<file path="src/rtl/pipe_result_drain.sv">
// Result drain for the valid-less compute pipeline: re-aligns a shadow valid tag, captures
// aligned results into a show-ahead FIFO and latches the first MATCH result with its cycle.
module pipe_result_drain #(
    parameter int unsigned     WIDTH      = 8,
    parameter int unsigned     LATENCY    = 9,
    parameter int unsigned     FIFO_DEPTH = 4,
    parameter logic [WIDTH-1:0] MATCH     = WIDTH'(160)
) (
    input  logic                          clk,
    input  logic                          rst,
    input  logic                          in_valid,
    input  logic [WIDTH-1:0]              in_data,
    input  logic                          arm,
    output logic [WIDTH-1:0]              out_data,
    output logic                          out_valid,
    input  logic                          out_ready,
    output logic [$clog2(FIFO_DEPTH):0]   level,
    output logic                          overflow,
    output logic                          match,
    output logic [15:0]                   match_cycle
);
    localparam int unsigned PTR_W = $clog2(FIFO_DEPTH);
    localparam int unsigned LVL_W = PTR_W + 1;

    typedef enum logic {
        ARMED = 1'b0,
        HIT   = 1'b1
    } state_t;

    state_t             state;
    state_t             state_next;
    logic [LATENCY-1:0] tag_sr;
    logic [WIDTH-1:0]   mem [FIFO_DEPTH];
    logic [PTR_W-1:0]   rd_ptr;
    logic [PTR_W-1:0]   wr_ptr;
    logic [15:0]        cyc;

    logic               s_valid_c;
    logic               take_c;
    logic               hit_c;
    logic               pop_c;
    logic               push_c;
    logic               drop_c;
    logic [LVL_W-1:0]   level_after_pop_c;
    logic [LVL_W-1:0]   level_next_c;
    logic [PTR_W-1:0]   rd_ptr_next_c;
    logic [WIDTH-1:0]   head_next_c;

    assign s_valid_c = tag_sr[LATENCY-1];
    assign pop_c     = out_valid & out_ready;

    // Capture/compare FSM; arm wins over an aligned sample on the same edge.
    always_comb begin
        state_next = state;
        take_c     = 1'b0;
        hit_c      = 1'b0;
        if (arm) begin
            state_next = ARMED;
        end else if (state == ARMED && s_valid_c) begin
            take_c = 1'b1;
            if (in_data == MATCH) begin
                hit_c      = 1'b1;
                state_next = HIT;
            end
        end
    end

    // FIFO bookkeeping; a full FIFO still accepts a push when the head leaves on the same edge.
    always_comb begin
        level_after_pop_c = level - LVL_W'(pop_c);
        push_c            = take_c && (level_after_pop_c != LVL_W'(FIFO_DEPTH));
        drop_c            = take_c && !push_c;
        level_next_c      = level_after_pop_c + LVL_W'(push_c);
        rd_ptr_next_c     = rd_ptr + PTR_W'(pop_c);
        if (level_next_c == '0) begin
            head_next_c = '0;
        end else if (level_after_pop_c == '0) begin
            head_next_c = in_data;
        end else begin
            head_next_c = mem[rd_ptr_next_c];
        end
    end

    always_ff @(posedge clk) begin
        if (push_c && !rst) begin
            mem[wr_ptr] <= in_data;
        end
    end

    always_ff @(posedge clk) begin
        if (rst) begin
            state       <= ARMED;
            tag_sr      <= '0;
            cyc         <= '0;
            rd_ptr      <= '0;
            wr_ptr      <= '0;
            level       <= '0;
            out_valid   <= 1'b0;
            out_data    <= '0;
            overflow    <= 1'b0;
            match       <= 1'b0;
            match_cycle <= '0;
        end else begin
            state  <= state_next;
            tag_sr <= LATENCY'({tag_sr, in_valid});
            if (cyc != 16'hFFFF) begin
                cyc <= cyc + 16'd1;
            end
            if (arm) begin
                match <= 1'b0;
            end else if (hit_c) begin
                match       <= 1'b1;
                match_cycle <= cyc;
            end
            if (drop_c) begin
                overflow <= 1'b1;
            end
            if (push_c) begin
                wr_ptr <= wr_ptr + PTR_W'(1);
            end
            rd_ptr    <= rd_ptr_next_c;
            level     <= level_next_c;
            out_valid <= (level_next_c != '0);
            out_data  <= head_next_c;
        end
    end
endmodule

</file>
<file path="config.mk">
export PLATFORM = sky130hd
export DESIGN_NAME = pipe_result_drain
export DESIGN_NICKNAME = d
export VERILOG_FILES = /design/src/rtl/pipe_result_drain.sv
export SDC_FILE = /design/constraint.sdc
export NUM_CORES = 1
export LEC_CHECK = 0
export CAP_MARGIN = 0
export CELL_PAD_IN_SITES_DETAIL_PLACEMENT = 1
export CELL_PAD_IN_SITES_GLOBAL_PLACEMENT = 1
export CORE_MARGIN = 2
export CORE_UTILIZATION = 44
export CTS_CLUSTER_DIAMETER = 100
export DETAILED_ROUTE_END_ITERATION = 12
export HOLD_SLACK_MARGIN = 0.15
export MAX_ROUTING_LAYER = met4
export PLACE_DENSITY = 0.76
export SLEW_MARGIN = 20
export SYNTH_ARGS = -nofsm -noshare
export SYNTH_HDL_FRONTEND = slang
export SYNTH_SLANG_ARGS = --single-unit
</file>
<file path="constraint.sdc">
create_clock -name clk -period 3.85 [get_ports clk]
set_input_delay 0.77 -clock clk [delete_from_list [all_inputs] [get_ports clk]]
set_output_delay 0.77 -clock clk [all_outputs]
set_load 0.1 [all_outputs]
</file>
# [Word level (Yosys, flattened, before mapping)]
# Memory sizes are Yosys's and may differ from the RTL's.
# Cells that the tools add are included.
[totals] reg_bits=60 ramBits=32 input_bits=13 n_memories=1
[classes] addsub=5 eq_ne=3 n_mux=8 n_bitwise=3 n_reduce_logical=13
[mem_list] name="mem" depth=4 width=8 rd=1 rd_ports_with_merged_regs=0 write_ports=1 line="33" source="logic [WIDTH-1:0] mem [FIFO_DEPTH];"
[ops] cell="adder 16 x 1 -> 16 bit (second input constant)" n=1
[ops] cell="inequality test 16 bit (second input constant)" n=1
[ops] cell="== test 8 bit (second input constant)" n=1
[ops] cell="two-way mux 8 bit" n=1
[ops] cell="two-way mux 1 bit" n=7
[ops] cell="zero test 3 bit" n=2
[ops] cell="logical AND 1 bit" n=4
[ops] cell="AND reduction 2 bit" n=2
[ops] cell="OR reduction 2 bit" n=2
[ops] cell="adder 3 x 1 -> 3 bit" n=1
[ops] cell="inequality test 3 bit (second input constant)" n=1
[ops] cell="nonzero test 3 bit" n=1
[ops] cell="subtractor 3 x 1 -> 3 bit" n=1
[ops] cell="adder 2 x 1 -> 2 bit" n=1
[ops] cell="adder 2 x 1 -> 2 bit (second input constant)" n=1
[ops] cell="zero test 1 bit" n=2
[ops] cell="NOT 1 bit" n=2
[ops] cell="AND 1 bit" n=1

# [Logic depth before layout (Yosys ltp)]
[depth] depth_word=8 mapped_depth=11

# [Worst setup path after synthesis]
# No wires, ideal clock.
[synth_timing] kind="reg-to-reg" startpoint="register level[0]" endpoint="register out_data[0]" t_arrival_ns=3.123 setup_slack_ns=0.584 stages_incl_launch_ff=12 path_buffers=0 synth_period_minus_slack_ns=3.266 path_cell_list="dfxtp_1 inv_1 ha_1 ha_1 xnor2_1 o21ai_0 inv_1 ha_1 ha_1 xnor2_1 o31ai_2 nor3_1"
[synth_between] elab_chain_cells=6 word_cells_on_any_way=8 cone_classes="add/sub (2); eq/ne (1); mux (1); reduce/logical (4)"
[synth_lines] element="start: declaration" line="17" source="output logic [$clog2(FIFO_DEPTH):0] level,"
[synth_lines] element="start signal: assignment" line="122" source="level <= level_next_c;"
[synth_lines] element="subtractor 3 x 1 -> 3 bit *" line="70" source="level_after_pop_c = level - LVL_W'(pop_c);"
[synth_lines] element="inequality test 3 bit" line="71" source="push_c = take_c && (level_after_pop_c != LVL_W'(FIFO_DEPTH));"
[synth_lines] element="logical AND 1 bit" line="71"
[synth_lines] element="adder 3 x 1 -> 3 bit" line="73" source="level_next_c = level_after_pop_c + LVL_W'(push_c);"
[synth_lines] element="zero test 3 bit" line="75" source="if (level_next_c == '0) begin"
[synth_lines] element="OR reduction 2 bit (no line)"
[synth_lines] element="end signal: assignment" line="124" source="out_data <= head_next_c;"
[synth_lines] element="end: declaration" line="14" source="output logic [WIDTH-1:0] out_data,"
# Every way passes the cells marked *; elsewhere a longest branch is shown, timed or not.
# A chain may end at the register's enable or synchronous reset.

# [Final worst setup path]
[layout_timing] startpoint="input out_ready" endpoint="register out_data[6]"
[layout_between] elab_chain_cells=7 word_cells_on_any_way=11 cone_classes="add/sub (3); eq/ne (1); mux (1); bitwise (1); reduce/logical (4); memory (1)"
[layout_lines] element="start: declaration" line="16" source="input logic out_ready,"
[layout_lines] element="AND 1 bit *" line="50" source="assign pop_c = out_valid & out_ready;"
[layout_lines] element="subtractor 3 x 1 -> 3 bit" line="70"
[layout_lines] element="inequality test 3 bit" line="71"
[layout_lines] element="logical AND 1 bit" line="71"
[layout_lines] element="adder 3 x 1 -> 3 bit" line="73"
[layout_lines] element="zero test 3 bit" line="75"
[layout_lines] element="OR reduction 2 bit (no line)"
# Marks and branches as above.

==> Flow_metrics.wiki <==
{| class="wikitable"
! Metric !! Value
|-
| Status || finished clean
|-
| Setup Skew || 0.0116 ns
|-
| Max Fanout on Critical Path || 9
|-
| Adder-cell area share of the yosys netlist || ~3.4%
|-
| Dpl hpwl || 5370 um
|-
| Fin crit share || 87.8%
|-
| Detail-routed net length per standard cell || roughly 16 um
|-
| Detailed-route via count || ~2400
|-
| Number of diodes || 0
|-
| Clock sink total || 92
|-
| Post-synthesis net count || ~330
|-
| Die boundary height || 95.3 um
|-
| Total setup violations reported at the end of the flow || 0
|-
| Clock power frac || 23.6%
|-
| Worst R2R Start || out_valid$_SDFF_PP0_
|-
| Number of buffers added on ports || 42
|-
| Synth-to-Final Area Change || 18.3%
|-
| Critical path's top delay family || adder cells
|-
| Synth cell types || 43
|-
| Hold Vio Cnt, Final || 0
|-
| P_leak || 1.51 nW
|-
| Maximum level of the CTS H-tree || 3
|-
| Clock Latency Late Sink || approximately 0.36 ns
|-
| Starting Density || 45.1%
|-
| Wire length of the first global-routing pass || 12600 um
|-
| Horizontal die dimension || 95.3 um
|-
| Cells resized by post-CTS repair || 0
|-
| Share of the synthesized area in compound gates (AO/OA/AOI/OAI) || 3.89%
|-
| Total CTS buffers || 9
|-
| Layout net count || 372
|-
| Post CTS Setup Buffer Count || 0
|-
| Cell internal power dissipation || 1.53 mW
|-
| Worst reg2reg endpoint || out_data[6]$_SDFF_PP0_
|-
| WP depth || 13
|-
| CTS Root Buffer Type || sky130_fd_sc_hd__clkbuf_8
|-
| Cell Rows || 33
|-
| Slowest CP cell || sky130_fd_sc_hd__o21ai_0
|-
| Origin of the worst min-delay path || tag_sr[3]$_SDFF_PP0_
|-
| Total Routing Usage GR || a little under a fifth
|-
| Largest net degree at the start of global routing || 32
|-
| CTS tree || built
|-
| Cell Chain, Critical Path || clkdlybuf4s50_1 > and2_1 > ha_1 > ha_1 > xnor2_1 > o21ai_0 > inv_1 > ha_1 > ha_1 > xnor2_1 > o31ai_2 > buf_4 > nor3_1
|-
| Buffers plus inverters on the worst setup path || 3
|-
| Worst stage delay on the critical path || between 0.5 and 0.6 ns
|-
| RSZ-0062 raised after global routing || false
|-
| Setup slack on the worst flop-to-flop path || 0.95 ns
|-
| Mean post-synth cell area || 12.1 sq um
|-
| Post-synthesis share of cell area spent on and, or, nand and nor gates || between 10% and 20%
|-
| Share of cells above drive strength 1 || 12.4%
|-
| CTS hold repair buffers || 0
|-
| GR Overflow Total || 0
|-
| Crit path kind || primary input to register
|-
| Final WL || 7480 um
|-
| Asr flop ratio synth || 0%
|-
| Proportion of power drawn by flip-flops and latches || 43.7%
|-
| Power per unit of standard cell area || around 570 mW/mm^2
|-
| Number of slew-limit violations in the final report || 0
|-
| Proportion of total power due to net switching || 38.1%
|-
| Drt initial violations || 83
|-
| Most common library cell in the layout ignoring fill and taps || sky130_fd_sc_hd__dfxtp_1
|-
| Maximum achievable frequency || 296 MHz
|-
| Number of design rule violations left after detail routing || 0
|-
| Final sum of negative setup slack || 0 ns
|-
| Share of the yosys chip area belonging to registers || roughly 59%
|-
| Depth of the worst register-to-register path || 12
|-
| Initial antenna violation count || 0
|-
| Count of state elements after synthesis || 92
|-
| Crit path capture type || register
|-
| Hold-critical path endpoint || tag_sr[4]$_SDFF_PP0_
|-
| Min Tclk post-route || about 3.4 ns
|-
| Synthesis warning total || 0
|-
| Count of placed standard cells including taps || 443
|-
| Worst setup startpoint || out_ready
|-
| Post-route insts no fill || 459
|-
| Synthesized instance count || ~300
|-
| Number of enable flip-flop cells after synthesis || 32
|-
| Mux contribution to synthesized area || 10.4%
|-
| Commonest cells after routing, fill and taps aside || sky130_fd_sc_hd__dfxtp_1 (60), sky130_fd_sc_hd__nor2_1 (42), sky130_fd_sc_hd__clkdlybuf4s50_1 (41), sky130_fd_sc_hd__edfxtp_1 (32), sky130_fd_sc_hd__mux2i_1 (18)
|-
| Number of detailed-routing iterations run before antenna repair || 4
|-
| Required arrival time at the worst endpoint || slightly above 4 ns
|-
| Net switching power of the design || 0.943 mW
|-
| Part of the power in combinational logic || 32.7%
|-
| Number of instances on the worst hold path || 1
|-
| Avg Vias per Cell || 5.15
|-
| Startpoint Class || primary input
|-
| Relative max-transition margin || approximately 34%
|-
| Combinational family with the most area after synthesis || simple AND/OR/NAND/NOR gates
|-
| Ys flop type || sky130_fd_sc_hd__dfxtp_1
|-
| Core Region || roughly 0.008 sq mm
|-
| Area share of xor/xnor cells in the synthesized design || under 10%
|-
| Total of max-cap violations || 0
|-
| Highest ir drop seen on vdd || 0.189 mV
|-
| Netlist Area Pre-Place || 0.00367 sq mm
|-
| Worst-path clk slew || 0.10 ns
|-
| Via count of the first global-routing pass || 2483
|-
| Worst Hold Class || register to register
|-
| Die footprint || 0.00908 sq mm
|-
| Data arrival time of the critical path || 3.65 ns
|-
| Transition time at the pin with the least slew margin || 0.990 ns
|-
| Routability congestion estimate || approximately 0.74
|-
| Longest Clk Path Bufs || 2
|-
| Most Frequent Cell on Critical Path || sky130_fd_sc_hd__ha_1
|-
| Post-DRT Antenna Nets || 0
|-
| Boundary pin count || 43
|}
-- per-stage QoR --
step	util (%)	cell area (sq um)	hold WS (ns)	power [mW]	setup WS (ns)
finish	53.3	4340	0.448	2.48	0.471
global route	53.3	4340	0.464	2.59	0.242
CTS	53.3	4340	0.453	2.51	0.452
detailed placement	51.2	4170	0.428	1.93	0.149
global placement	51.2	4170	0.423	1.89	0.416
floorplan	-	3670	0.414	1.74	0.584
-- worst max-delay path by stage --
stage,slack (ns),endpoint
after global placement,0.42,out_data[0]$_SDFF_PP0_
final,0.47,out_data[6]$_SDFF_PP0_
after detailed placement,0.15,out_data[6]$_SDFF_PP0_
after floorplan,0.58,out_data[0]$_SDFF_PP0_
after CTS,0.45,out_data[6]$_SDFF_PP0_
after global routing,0.24,out_data[6]$_SDFF_PP0_
-- cells in the mapped netlist (all sizes together), types with 2 or more instances --
cell	instances	area share, %
a211oi	2	0.41
a21oi	6	0.82
a311oi	3	0.72
and2	7	1.2
and3	4	0.68
and4	3	0.72
buf	4	0.96
clkbuf	6	0.89
dfxtp	60	33
edfxtp	32	26
ha	10	3.4
inv	12	1.2
mux2	2	0.61
mux2i	18	4.9
mux4	8	4.9
nand2	5	0.51
nand3	7	0.96
nand4	4	0.85
nor2	52	6.0
nor2b	14	2.4
nor3	14	1.9
nor4	4	1.3
o21ai	4	0.55
or3	3	0.51
or4b	2	0.65
xnor2	5	1.2
xor2	4	0.96
-- flip-flops by register name, indices dropped and copies added (netlist names) --
register and count:
mem 32, cyc 16, match_cycle 16, tag_sr 9, out_data 8, level 3
rd_ptr 2, wr_ptr 2, match 1, out_valid 1, overflow 1, state 1
-- metal layers --
metal | global-route usage (%) | part of all wire, % | vias to the layer above
met2 | 29.6 | 50 | 40
met5 | - | 0 | -
met3 | 4.03 | 2.8 | 14
li1 | - | - | 1160
met4 | 6.76 | 1.8 | 0
met1 | 23.6 | 45 | 1151
-- power by group through the flow --
stage	Clock [mW]	Sequential [mW]	Combinational, mW
floorplan	0	1.46	0.283
global placement	0	1.10	0.792
detailed placement	0	1.11	0.820
CTS	0.604	1.08	0.821
global route	0.637	1.09	0.864
finish	0.585	1.08	0.809
-- area by class of cell --
type,count,area [sq um]
Clock inverter,5,35.0
Tap cell,105,131
Sequential cell,92,2160
Multi-Input combinational cell,189,1390
Fill cell,878,3800
Clock buffer,11,135
Inverter,12,45.0
Timing Repair Buffer,45,438
-- kinds of logic after synthesis --
family | Yosys count
mux | 28
simple gates | 121
fa+ha+maj | 10
buf+inv | 22
flops | 92
compound gates | 21
xor+xnor | 9
Power figures use the tool's default switching activity.
